**config.mk**
```make
export PLATFORM = sky130hd
export DESIGN_NAME = serial_frame_tx_flat
export DESIGN_NICKNAME = d
export VERILOG_FILES = /design/src/rtl/serial_frame_tx_if.sv /design/src/rtl/serial_frame_tx.sv /design/src/flat_wrapper.sv
export SDC_FILE = /design/constraint.sdc
export NUM_CORES = 1
export LEC_CHECK = 0
export ABC_AREA = 1
export CAP_MARGIN = 20
export CORE_ASPECT_RATIO = 0.7
export CORE_MARGIN = 3
export CORE_UTILIZATION = 35
export DETAILED_ROUTE_END_ITERATION = 8
export HOLD_SLACK_MARGIN = 0.15
export PLACE_DENSITY = 0.62
export REMOVE_ABC_BUFFERS = 1
export SLEW_MARGIN = 10
export SYNTH_ARGS = -nofsm -noshare
export SYNTH_HDL_FRONTEND = slang
export SYNTH_SLANG_ARGS = --single-unit
```
**constraint.sdc**
```tcl
create_clock -name clk -period 1.4 [get_ports clk]
set_clock_uncertainty 0.1 [all_clocks]
set_input_delay 0.28 -clock clk [delete_from_list [all_inputs] [get_ports clk]]
set_output_delay 0.28 -clock clk [all_outputs]
set_load 0.005 [all_outputs]
```
**src/rtl/serial_frame_tx_if.sv**
```systemverilog
// Load-side valid/ready handshake of serial_frame_tx.
// The producer uses the master modport; the transmitter uses the slave modport.
interface serial_frame_tx_if #(
  parameter int WIDTH = 8
);
  logic [WIDTH-1:0] load_data;
  logic             load_valid;
  logic             load_ready;

  modport master (
    output load_data,
    output load_valid,
    input  load_ready
  );

  modport slave (
    input  load_data,
    input  load_valid,
    output load_ready
  );
endinterface

```
**src/rtl/serial_frame_tx.sv**
```systemverilog
// Parallel-to-serial frame transmitter with programmable bit period and inter-frame gap.
// The serial outputs are decoded from registered state, so Dout is glitch-free per bit period.
module serial_frame_tx #(
  parameter int WIDTH     = 8,
  parameter bit MSB_FIRST = 1'b1,
  parameter int BIT_DIV   = 1,
  parameter int GAP       = 0
) (
  input  logic                clk,
  input  logic                clr,
  serial_frame_tx_if.slave    load,
  output logic                Dout,
  output logic                bit_valid,
  output logic                first_bit,
  output logic                last_bit,
  output logic                busy
);

  localparam int BW      = $clog2(WIDTH);
  localparam int DW      = (BIT_DIV > 1) ? $clog2(BIT_DIV) : 1;
  localparam int GAP_CYC = GAP * BIT_DIV;
  localparam int GW      = (GAP_CYC > 1) ? $clog2(GAP_CYC) : 1;
  localparam bit CHAIN   = (GAP == 0);

  localparam logic [BW-1:0] BIT_LAST = BW'(WIDTH - 1);
  localparam logic [DW-1:0] DIV_LAST = DW'(BIT_DIV - 1);
  localparam logic [GW-1:0] GAP_LAST = GW'((GAP_CYC > 0) ? GAP_CYC - 1 : 0);

  typedef enum logic [1:0] {
    ST_IDLE  = 2'd0,
    ST_SHIFT = 2'd1,
    ST_GAP   = 2'd2
  } state_t;

  state_t           state_q, state_d;
  logic [WIDTH-1:0] shreg_q, shreg_d;
  logic [BW-1:0]    bit_cnt_q, bit_cnt_d;
  logic [DW-1:0]    div_cnt_q, div_cnt_d;
  logic [GW-1:0]    gap_cnt_q, gap_cnt_d;

  logic             tx_bit;
  logic [WIDTH-1:0] shreg_shifted;
  logic             in_shift;
  logic             frame_end;
  logic             ready;
  logic             accept;

  // The outgoing bit always sits at one end of the holding register.
  generate
    if (MSB_FIRST) begin : g_msb
      assign tx_bit        = shreg_q[WIDTH-1];
      assign shreg_shifted = {shreg_q[WIDTH-2:0], 1'b0};
    end else begin : g_lsb
      assign tx_bit        = shreg_q[0];
      assign shreg_shifted = {1'b0, shreg_q[WIDTH-1:1]};
    end
  endgenerate

  assign in_shift  = (state_q == ST_SHIFT);
  assign frame_end = in_shift && (div_cnt_q == DIV_LAST) && (bit_cnt_q == BIT_LAST);

  // Without a gap, the final cycle of a frame can take the next word for back-to-back frames.
  assign ready  = (state_q == ST_IDLE) || (CHAIN && frame_end);
  assign accept = ready && load.load_valid;
  assign load.load_ready = ready;

  assign Dout      = in_shift && tx_bit;
  assign bit_valid = in_shift && (div_cnt_q == '0);
  assign first_bit = bit_valid && (bit_cnt_q == '0);
  assign last_bit  = bit_valid && (bit_cnt_q == BIT_LAST);
  assign busy      = (state_q != ST_IDLE);

  always_comb begin
    state_d   = state_q;
    shreg_d   = shreg_q;
    bit_cnt_d = bit_cnt_q;
    div_cnt_d = div_cnt_q;
    gap_cnt_d = gap_cnt_q;
    case (state_q)
      ST_IDLE: begin
        if (accept) begin
          shreg_d   = load.load_data;
          bit_cnt_d = '0;
          div_cnt_d = '0;
          state_d   = ST_SHIFT;
        end
      end
      ST_SHIFT: begin
        if (div_cnt_q == DIV_LAST) begin
          div_cnt_d = '0;
          if (bit_cnt_q == BIT_LAST) begin
            bit_cnt_d = '0;
            if (accept) begin
              shreg_d = load.load_data;
              state_d = ST_SHIFT;
            end else if (CHAIN) begin
              state_d = ST_IDLE;
            end else begin
              gap_cnt_d = '0;
              state_d   = ST_GAP;
            end
          end else begin
            bit_cnt_d = bit_cnt_q + BW'(1);
            shreg_d   = shreg_shifted;
          end
        end else begin
          div_cnt_d = div_cnt_q + DW'(1);
        end
      end
      ST_GAP: begin
        if (gap_cnt_q == GAP_LAST) begin
          gap_cnt_d = '0;
          state_d   = ST_IDLE;
        end else begin
          gap_cnt_d = gap_cnt_q + GW'(1);
        end
      end
      default: begin
        state_d = ST_IDLE;
      end
    endcase
  end

  always_ff @(posedge clk) begin
    if (clr) begin
      state_q   <= ST_IDLE;
      shreg_q   <= '0;
      bit_cnt_q <= '0;
      div_cnt_q <= '0;
      gap_cnt_q <= '0;
    end else begin
      state_q   <= state_d;
      shreg_q   <= shreg_d;
      bit_cnt_q <= bit_cnt_d;
      div_cnt_q <= div_cnt_d;
      gap_cnt_q <= gap_cnt_d;
    end
  end

endmodule
```
**src/flat_wrapper.sv**
```systemverilog
// flat-port wrapper written by rule: the top's interface ports become plain ports
module serial_frame_tx_flat 
#(
  parameter int WIDTH     = 8,
  parameter bit MSB_FIRST = 1'b1,
  parameter int BIT_DIV   = 1,
  parameter int GAP       = 0
)
  (clk, clr, Dout, bit_valid, first_bit, last_bit, busy, load_load_data, load_load_valid, load_load_ready);
  serial_frame_tx_if #(.WIDTH(WIDTH)) load_i ();
  input  logic clk;
  input  logic clr;
  output logic Dout;
  output logic bit_valid;
  output logic first_bit;
  output logic last_bit;
  output logic busy;
  input wire logic [$bits(load_i.load_data)-1:0] load_load_data;
  input wire logic [$bits(load_i.load_valid)-1:0] load_load_valid;
  output wire logic [$bits(load_i.load_ready)-1:0] load_load_ready;
  assign load_i.load_data = load_load_data;
  assign load_i.load_valid = load_load_valid;
  assign load_load_ready = load_i.load_ready;
  serial_frame_tx #(.WIDTH(WIDTH), .MSB_FIRST(MSB_FIRST), .BIT_DIV(BIT_DIV), .GAP(GAP)) u_core (.clk(clk), .clr(clr), .load(load_i), .Dout(Dout), .bit_valid(bit_valid), .first_bit(first_bit), .last_bit(last_bit), .busy(busy));
endmodule
```
==> reports/results.tsv, run 1 <==
metric	value	unit
area_growth	47.57	%
crit_path_max_fanout	2	
post-dp-hpwl	1170	um
die_area	2478	um2
diodes	0	
port_buffers	16	
gp_congestion	0.7781	
fp.coreArea	1697	um2
initial_core_util	39.38	%
ios	17	
clkPwrFrac	27.3	%
reg2reg_from	u_core.bit_cnt_q[0]$_SDFFE_PP0P_	
wl_per_cell	11.39	um
required	1.02	ns
synthCells	95	
dr_total_vias	666	
cts_root_buffer	clkbuf_4	
setup.worst_path.end_class	output pin	
place_ws	-0.2807	ns
slew_violations	0	
crit_type	reg2out	
cp-start-kind	flop	
p_int	560.6	uW
drc_errors	0	
yosys_warnings	0	
fmax	617.3	MHz
synth_area	668.1	um2
worstMarginPinSlew	0.2375	ns
drtIter0Drc	24	
cts_sinks	12	
cts_hold_buf	0	
outcome	finished with violations	
p_per_area	800.1	nW/um2
crit_start	u_core.bit_cnt_q[0]$_SDFFE_PP0P_	
gr-usage-met1	18.76	%
die_height	42.56	um
finalCriticalPeriod	1.620	ns
grt_pass1_wl	2649	um
irDropWorstVdd	0.0006629	V
cp.arrival	1.24	ns
grtUsageTotal	14.53	%
netlist_top_cells_area	dfxtp_1 (36%), nand2_1 (13%), nor2_1 (9.0%)	
drv_cap	0	
drt_wl_total	1618	um
gr-max-usage-layer	met2	
grt_util_met2	21.62	%
syn_area_per_cell	7.033	um2
grt-ovfl-total	0	
switchingPower	228.3	uW
grt_pass1_vias	591	
ys_ff_latch	12	
p_leak	0.4759	nW
ys_types	17	
post_route_cells_drive_above_1_share	36.36	%
setup_viol	12	
hold_class	reg2reg	
hold_slack	0.3723	ns
dr.pass1.iters	6	
yosysTopAreaCellShare	35.96	%
seq_area_frac_synth	35.96	%
cts.path.max_buffers	2	
grt_util_met3	7.385	%
yosys.area.top_type	dfxtp_1	
rows	12	
rsz0062_at_grt	yes	
drtAntennaViolNets	0	
cts_tree	done	
max-slew-margin-rel	84.13	%
fin_ws	-0.2200	ns
violations	negative setup slack	
fin_nets	137	
period_share	115.7	%
r2r_setup_slack	-0.18	ns
cts_inserted_buffers	3	
hold_start	u_core.shreg_q[2]$_SDFF_PP0_	
pwr-share-seq	48.5	%
htree_levels	1	
via_per_inst	4.690	
antenna_found_initial	0	
hold_viol_final	0	
cts.clk_slew.worst_paths	0.08	ns
insertion_delay	0.27	ns
die_w	58.22	um
grt_max_degree	11	
swShare	28.94	%
p_comb_share	24.2	%
==> worst max-delay path, cell delays in order (launching register included) <==
cell and delay [ns]:
dfxtp_2 0.34, ha_4 0.16, ha_4 0.15, buf_6 0.11
inv_4 0.04, nand2_4 0.05, buf_6 0.11
==> repair_timing <==
item,CTS,global route
pin swaps,14,15
setup buffers,3,0
resized for setup,31,8
endpoints found under the hold margin,0,0
endpoints found under the setup margin,15,12
==> synth_stat cells (all sizes together) <==
cell type and number:
nand2 24, clkinv 1, dfxtp 12, nor2 25, a211oi 1, nand3 8
inv 14, o211ai 1, ha 3, a21oi 2, buf 4
==> registers in the layout (all words and copies together), names as in the netlist <==
register,cells
u_core.state_q,1
u_core.shreg_q,8
u_core.bit_cnt_q,3
==> per-stage QoR <==
step                      std cells  cell area, um2  setup TNS (ns)  utilization [%]  power (mW)
after floorplan                  91           630.6               0                -      0.4729
after global placement          137           884.6          -1.573            52.14      0.5609
after detailed placement        137           884.6          -1.825            52.14      0.5649
after CTS                       143           968.4          -2.084            57.08      0.7882
after global routing            142           985.9          -2.683            58.11      0.8483
final                           142           985.9          -1.661            58.11      0.7889
==> logic make-up (layout without fill, tap and decap cells) <==
group | count (synthesis) | in the layout | synth area share, %
buf+inv | 19 | 45 | 15.17
compound gates | 4 | 4 | 3.746
fa+ha+maj | 3 | 3 | 5.619
simple gates | 57 | 57 | 39.51
flops | 12 | 12 | 35.95
==> placed cells by master, fill, tap and decap left out, types with 2 or more instances in the layout <==
cell type / count
clkbuf_4: 3
clkdlybuf4s50_1: 10
inv_1: 10
nand3_1: 7
a21oi_1: 2
dfxtp_1: 9
dlygate4sd2_1: 3
dfxtp_2: 2
inv_2: 2
nand2_1: 21
buf_6: 3
inv_4: 2
buf_2: 2
buf_4: 9
nor2_4: 3
nor2_1: 13
nor2_2: 9
ha_4: 3
nand2_2: 2
==> path summary, 6_finish.rpt <==
kind,endpoint,cells past startpoint
worst max-delay path,load_load_ready,6
worst min register to register,u_core.shreg_q[2]$_SDFF_PP0_,2
worst min-delay path,u_core.shreg_q[2]$_SDFF_PP0_,2
worst max register to register,u_core.shreg_q[3]$_SDFF_PP0_,9
==> power by group through the flow <==
stage	Sequential (mW)	Clock, mW	Combinational, mW
2_1_floorplan	0.388	0	0.0853
3_3_place_gp	0.387	0	0.174
3_5_place_dp	0.387	0	0.177
4_1_cts	0.382	0.225	0.182
5_1_grt	0.386	0.249	0.213
6_report	0.383	0.216	0.191
==> per-layer routing <==
layer | routed length, um | vias to the layer above
met5 | 0 | -
met4 | 34 | 0
met3 | 150 | 6
met2 | 715 | 33
met1 | 718 | 292
li1 | - | 335
==> final cells by class <==
cell class | instances | area, um2
multi-input cells | 64 | 386.6
clock buffers | 3 | 22.52
repair buffers | 27 | 237.7
inverters | 15 | 66.31
fillers | 164 | 710.7
flip-flops and latches | 12 | 246.5
well taps | 21 | 26.28
No activity file was read; power rests on OpenSTA's default activity.
==> run 2: changes to the inputs <==
--- a/config.mk
+++ b/config.mk
@@ -12,7 +12,7 @@
 export CORE_UTILIZATION = 35
 export DETAILED_ROUTE_END_ITERATION = 8
 export HOLD_SLACK_MARGIN = 0.15
-export PLACE_DENSITY = 0.62
+export PLACE_DENSITY = 0.59
 export REMOVE_ABC_BUFFERS = 1
 export SLEW_MARGIN = 10
 export SYNTH_ARGS = -nofsm -noshare
==> constraint.sdc (replaced) <==
create_clock -name clk -period 1.8 [get_ports clk]
set_clock_uncertainty 0.1 [all_clocks]
set_input_delay 0.36 -clock clk [delete_from_list [all_inputs] [get_ports clk]]
set_output_delay 0.36 -clock clk [all_outputs]
set_load 0.005 [all_outputs]
==> run 2 against run 1 <==
The run now ends clean. Count of clock-buffer cells in the layout did not move. Setup slack better by 0.28 ns. Sequential cell count unchanged. Utilization fell by 6.2 points. Total power is 26% lower.
==> reports/results.tsv, run 2 (synthesized netlist as in run 1, its figures left out) <==
metric	value	unit	change
outcome	completed		was finished with violations
r2r_cells	9		unchanged
max-slew-margin-rel	80.62	%	was 84.13%
reg2reg_from	u_core.bit_cnt_q[0]$_SDFFE_PP0P_		unchanged
cp-start-kind	flop		unchanged
irDropWorstVdd	0.0004833	V	was 0.0006629 V
die_w	58.22	um	unchanged
nFillCells	181		was 164
grt_pass1_vias	540		was 591
grt_max_degree	11		unchanged
grt_util_met2	19.82	%	was 21.62%
r2r_setup_slack	0.23	ns	was -0.18 ns
worst-path-buf-inv	2		was 3
drt_wl_total	1342	um	was 1618 um
clkPwrFrac	27.9	%	was 27.3%
total_power	584.7	uW	was 788.9 uW
hold_start	u_core.shreg_q[2]$_SDFF_PP0_		unchanged
reg_top3	u_core.shreg_q: 8 flops, u_core.bit_cnt_q: 3 flops, u_core.state_q: 1 flops		unchanged
antenna_found_initial	0		unchanged
fin_nets	131		was 137
crit_top_cell	ha_2		
post-dp-hpwl	1060	um	was 1170 um
period_share	96.83	%	
slew_violations	0		unchanged
hold_end	u_core.shreg_q[2]$_SDFF_PP0_		unchanged
p_int	423.9	uW	was 560.6 uW
pwr-share-seq	50.8	%	was 48.5%
grt-ovfl-total	0		unchanged
fmax	573.8	MHz	
rows	12		unchanged
fin_tns_setup	0	ns	was -1.661 ns
p_comb_share	21.3	%	was 24.2%
die_area	2478	um2	unchanged
cts_sinks	12		unchanged
hold_viol_final	0		unchanged
grtUsageTotal	12.99	%	was 14.53%
required	1.34	ns	was 1.02 ns
area_growth	31.84	%	was 47.57%
hold_class	reg2reg		unchanged
via_per_inst	4.404		was 4.690
drc_errors	0		unchanged
setup_viol	0		was 12
p_per_area	663.8	nW/um2	was 800.1 nW/um2
setup.worst_path.end_class	output pin		unchanged
drv_cap	0		unchanged
regMostFlops	u_core.shreg_q		unchanged
min_path_cells	2		unchanged
path_delay_family	adder cells		was flip-flops
fp.coreArea	1697	um2	unchanged
cts.clk_slew.worst_paths	0.07	ns	was 0.08 ns
port_buffers	16		unchanged
htree_levels	1		unchanged
initial_core_util	39.38	%	unchanged
gr-usage-met1	16.88	%	was 18.76%
final_core_util	51.92	%	was 58.11%
cpPeakStageDelay	0.33	ns	was 0.34 ns
crit_type	reg2out		unchanged
cts_root_buffer	clkbuf_4		unchanged
cts.path.max_buffers	2		unchanged
grt_pass1_wl	2456	um	was 2649 um
dr_total_vias	599		was 666
ios	17		unchanged
finalCriticalPeriod	1.743	ns	
cts_inserted_buffers	3		unchanged
seq_area	246.5	um2	unchanged
drtAntennaViolNets	0		unchanged
final_cell_mix	nand2_1 (23), nor2_1 (16), clkdlybuf4s50_1 (13), inv_1 (10), dfxtp_1 (9)		was nand2_1 (21), nor2_1 (13), inv_1 (10), clkdlybuf4s50_1 (10)
switchingPower	160.8	uW	was 228.3 uW
post_route_cells_drive_above_1_share	25.22	%	was 36.36%
drtIter0Drc	36		was 24
path_cells	ha_2, ha_2, nand2_1, inv_1, dlygate4sd2_1		was ha_4, ha_4, buf_6, inv_4, nand2_4, buf_6
gr-max-usage-layer	met2		unchanged
cp.arrival	1.28	ns	was 1.24 ns
r2r_end	u_core.shreg_q[1]$_SDFF_PP0_		was u_core.shreg_q[3]$_SDFF_PP0_
worstMarginPinSlew	0.2898	ns	was 0.2375 ns
cts_tree	done		unchanged
wl_per_cell	9.868	um	was 11.39 um
p_leak	0.4341	nW	was 0.4759 nW
crit_path_max_fanout	2		unchanged
largest_reg_flops	8		unchanged
dr.pass1.iters	4		was 6
grt_util_met3	5.538	%	was 7.385%
multi_input_area	331.6	um2	was 386.6 um2
rsz0062_at_grt	no		was yes
swShare	27.50	%	was 28.94%
gp_congestion	0.6935		was 0.7781
layout_commonest_cell	nand2_1		unchanged
cp_num_cells	5		was 6
die_height	42.56	um	unchanged
diodes	0		unchanged
cp_slowest_cell	dfxtp_2		unchanged
insertion_delay	0.27	ns	about the same
## run 2: power by group through the flow
stage,registers [mW],clock network (mW),logic [mW]
after floorplan,0.301,0,0.0664
after global placement,0.302,0,0.127
after detailed placement,0.303,0,0.128
after CTS,0.297,0.176,0.127
after global routing,0.301,0.191,0.141
final,0.297,0.163,0.124
## run 2: repair_timing
item / 4_1_cts / 5_1_grt
hold endpoints to repair: 0 / 0
endpoints found under the setup margin: 4 / 3
gates resized for setup: 9 / 4
hold buffers: 0 / 0
buffers inserted: 1 / 0
## run 2: worst register-to-register path, cell delays in order (launching register included)
cell and delay [ns]:
dfxtp_2 0.33, ha_2 0.18, ha_2 0.18, buf_4 0.13, buf_4 0.13, nor2_4 0.20
nor2_4 0.07, nand2_1 0.07, nand2_1 0.07, nor2_2 0.07
## run 2: cell type report
| cell class | count | area share, % |
|---|---|---|
| clock buffer | 3 | 2.557 |
| inverter | 15 | 7.244 |
| multi-input combinational | 64 | 37.64 |
| sequential | 12 | 27.98 |
| tap | 21 | 2.983 |
| timing repair buffer | 21 | 21.59 |
## run 2: routing by layer
| layer | part of all wire [%] | vias up |
|---|---|---|
| li1 | - | 327 |
| met1 | 49 | 255 |
| met2 | 44 | 15 |
| met3 | 6.6 | 2 |
| met4 | 1.0 | 0 |
| met5 | 0 | - |
## run 2: stage by stage
| step | setup WS, ns | instances | hold slack, ns | cell area, um2 |
|---|---|---|---|---|
| after detailed placement | 0.05952 | 132 | 0.3649 | 847.1 |
| after floorplan | 0.4123 | 91 | 0.3291 | 630.6 |
| after global routing | 0.002772 | 136 | 0.3975 | 880.8 |
| final | 0.05715 | 136 | 0.3770 | 880.8 |
| after global placement | 0.06751 | 132 | 0.3600 | 847.1 |
| after CTS | -0.08236 | 136 | 0.3745 | 880.8 |
## run 2: worst max-delay path by stage
stage,slack (ns),startpoint,endpoint
CTS,-0.08,u_core.bit_cnt_q[0]$_SDFFE_PP0P_,load_load_ready
global route,0.003,u_core.bit_cnt_q[0]$_SDFFE_PP0P_,last_bit
floorplan,0.41,u_core.bit_cnt_q[0]$_SDFFE_PP0P_,u_core.shreg_q[3]$_SDFF_PP0_
detailed placement,0.06,u_core.bit_cnt_q[0]$_SDFFE_PP0P_,load_load_ready
global placement,0.07,u_core.bit_cnt_q[1]$_SDFFE_PP0P_,load_load_ready
finish,0.06,u_core.bit_cnt_q[0]$_SDFFE_PP0P_,last_bit
==> run 3: changes to the inputs <==
--- a/config.mk
+++ b/config.mk
@@ -14,6 +14,7 @@
 export HOLD_SLACK_MARGIN = 0.15
 export PLACE_DENSITY = 0.59
 export REMOVE_ABC_BUFFERS = 1
+export SETUP_SLACK_MARGIN = 0.4
 export SLEW_MARGIN = 10
 export SYNTH_ARGS = -nofsm -noshare
 export SYNTH_HDL_FRONTEND = slang
==> run 3 against run 2 <==
First-iteration DRC count decreased by 42%. Combinational power increased by 17%. Total power increased by 4.1%. Maximum frequency increased by 2.8%. Cell area increased by 9.2%. Critical path depth increased by 1. Routed wire length increased by 15%. Via count increased by 4.7%. Global-route usage increased by 1.5 points. Sequential power about the same. Cell count increased by 3.7%. Largest cell class unchanged.
==> reports/results.tsv, run 3 (synthesized netlist as in run 1, its figures left out) <==
metric	value	unit	change
outcome	completed		unchanged
htree_levels	1		unchanged
fmax	589.6	MHz	was 573.8 MHz
hold_class	reg2reg		unchanged
dr.pass1.iters	3		was 4
gr-usage-met1	17.82	%	was 16.88%
fin_tns_setup	0	ns	unchanged
worst-path-buf-inv	3		was 2
crit_type	reg2out		unchanged
antenna_found_initial	0		unchanged
reg2reg_from	u_core.bit_cnt_q[1]$_SDFFE_PP0P_		was u_core.bit_cnt_q[0]$_SDFFE_PP0P_
drtAntennaViolNets	0		unchanged
rsz0062_at_grt	yes		was no
crit_start	u_core.bit_cnt_q[1]$_SDFFE_PP0P_		was u_core.bit_cnt_q[0]$_SDFFE_PP0P_
grt_max_degree	11		unchanged
crit_path_max_fanout	3		was 2
irDropWorstVdd	0.0004914	V	was 0.0004833 V
swShare	28.55	%	was 27.50%
total_power	608.6	uW	was 584.7 uW
p_per_area	632.5	nW/um2	was 663.8 nW/um2
drtIter0Drc	21		was 36
final_cell_mix	nand2_1 (20), nor2_1 (14), inv_1 (10), clkdlybuf4s50_1 (10), dfxtp_1 (9)		was nand2_1 (23), nor2_1 (16), clkdlybuf4s50_1 (13), inv_1 (10), dfxtp_1 (9)
regMostFlops	u_core.shreg_q		unchanged
initial_core_util	39.38	%	unchanged
hold_start	u_core.shreg_q[2]$_SDFF_PP0_		unchanged
max-slew-margin-rel	79.75	%	was 80.62%
hold_viol_final	0		unchanged
r2r_cells	10		was 9
die_height	42.56	um	unchanged
cp-start-kind	flop		unchanged
post_route_cells_drive_above_1_share	35.83	%	was 25.22%
crit_top_cell	ha_4		was ha_2
worstMarginPinSlew	0.3029	ns	was 0.2898 ns
grt_pass1_vias	598		was 540
p_leak	0.4666	nW	was 0.4341 nW
drv_cap	0		unchanged
cts.path.max_buffers	2		unchanged
largest_reg_flops	8		unchanged
grt_util_met3	4.615	%	was 5.538%
cts_inserted_buffers	3		unchanged
finalCriticalPeriod	1.696	ns	was 1.743 ns
cts_hold_buf	0		unchanged
switchingPower	173.8	uW	was 160.8 uW
min_path_cells	2		unchanged
path_cells	ha_4, ha_4, buf_6, inv_2, nand2_2, buf_2		was ha_2, ha_2, nand2_1, inv_1, dlygate4sd2_1
grt_pass1_wl	2760	um	was 2456 um
required	1.34	ns	about the same
cts_root_buffer	clkbuf_4		unchanged
area_growth	44.01	%	was 31.84%
cts_tree	done		unchanged
fin_nets	136		was 131
setup_viol	0		unchanged
hold_end	u_core.shreg_q[2]$_SDFF_PP0_		unchanged
gp_congestion	0.6935		unchanged
r2r_end	u_core.shreg_q[1]$_SDFF_PP0_		unchanged
grtUsageTotal	14.46	%	was 12.99%
drt_wl_total	1540	um	was 1342 um
fp.coreArea	1697	um2	unchanged
wl_per_cell	10.92	um	was 9.868 um
grt_util_met2	24.55	%	was 19.82%
diodes	0		unchanged
cp_slowest_cell	dfxtp_2		unchanged
via_per_inst	4.447		was 4.404
drc_errors	0		unchanged
cts_sinks	12		unchanged
setup.worst_path.end_class	output pin		unchanged
ios	17		unchanged
insertion_delay	0.27	ns	about the same
slew_violations	0		unchanged
p_int	434.8	uW	was 423.9 uW
pwr-share-seq	48.9	%	was 50.8%
post-dp-hpwl	1060	um	unchanged
die_area	2478	um2	unchanged
reg_top3	u_core.shreg_q: 8 flops, u_core.bit_cnt_q: 3 flops, u_core.state_q: 1 flops		unchanged
layout_commonest_cell	nand2_1		unchanged
die_w	58.22	um	unchanged
period_share	94.23	%	was 96.83%
p_comb_share	23.9	%	was 21.3%
cp.arrival	1.24	ns	was 1.28 ns
hold_slack	0.3747	ns	was 0.3770 ns
clkPwrFrac	27.2	%	was 27.9%
dr_total_vias	627		was 599
rows	12		unchanged
cts.clk_slew.worst_paths	0.08	ns	was 0.07 ns
grt-ovfl-total	0		unchanged
port_buffers	16		unchanged
path_delay_family	flip-flops		was adder cells
cpPeakStageDelay	0.35	ns	was 0.33 ns
gr-max-usage-layer	met2		unchanged
r2r_setup_slack	0.13	ns	was 0.23 ns
run 3: worst max path at each step:
stage | endpoint | cells after the start
after detailed placement | load_load_ready | 5
after global routing | load_load_ready | 6
after floorplan | u_core.shreg_q[3]$_SDFF_PP0_ | 8
after CTS | load_load_ready | 6
after global placement | load_load_ready | 5
final | load_load_ready | 6
run 3: stage by stage:
step / area (um2) / util, % / setup slack [ns] / std cells
2_1_floorplan: 630.6 / - / 0.4123 / 91
3_3_place_gp: 847.1 / 49.93 / 0.06751 / 132
3_5_place_dp: 847.1 / 49.93 / 0.05952 / 132
4_1_cts: 949.7 / 55.97 / 0.09690 / 141
5_1_grt: 962.2 / 56.71 / 0.04399 / 141
6_report: 962.2 / 56.71 / 0.1039 / 141
run 3: power groups by stage:
stage	Combinational, mW	Sequential [mW]	Clock [mW]
floorplan	0.0664	0.301	0
global placement	0.127	0.302	0
detailed placement	0.128	0.303	0
CTS	0.140	0.296	0.176
global route	0.163	0.301	0.190
finish	0.145	0.298	0.166
run 3: layout make-up:
class,instances,area (um2)
tap,21,26.28
multi-input combinational,64,376.6
inverter,15,66.31
sequential,12,246.5
timing repair buffer,26,224.0
fill,174,734.5
clock buffer,3,22.52
run 3: per-layer routing:
layer  share of wire (%)  routed length [um]
met1                  47                 725
met2                  46                 713
met3                 5.3                  81
met4                 1.2                  19
met5                   0                   0
run 3: worst register-to-register path, cell delays in order (launching register included):
cell and delay (ns):
dfxtp_2 0.35, ha_4 0.16, ha_4 0.15, buf_6 0.11, buf_4 0.12, buf_6 0.11, nor2_4 0.20, nor2_4 0.09
nand2_1 0.08, nand2_1 0.06, nor2_2 0.09
run 3: repair_timing:
item / 4_1_cts / 5_1_grt
setup endpoints to repair: 15 / 14
setup buffers: 6 / 0
resized for setup: 34 / 5
pin swaps: 14 / 1
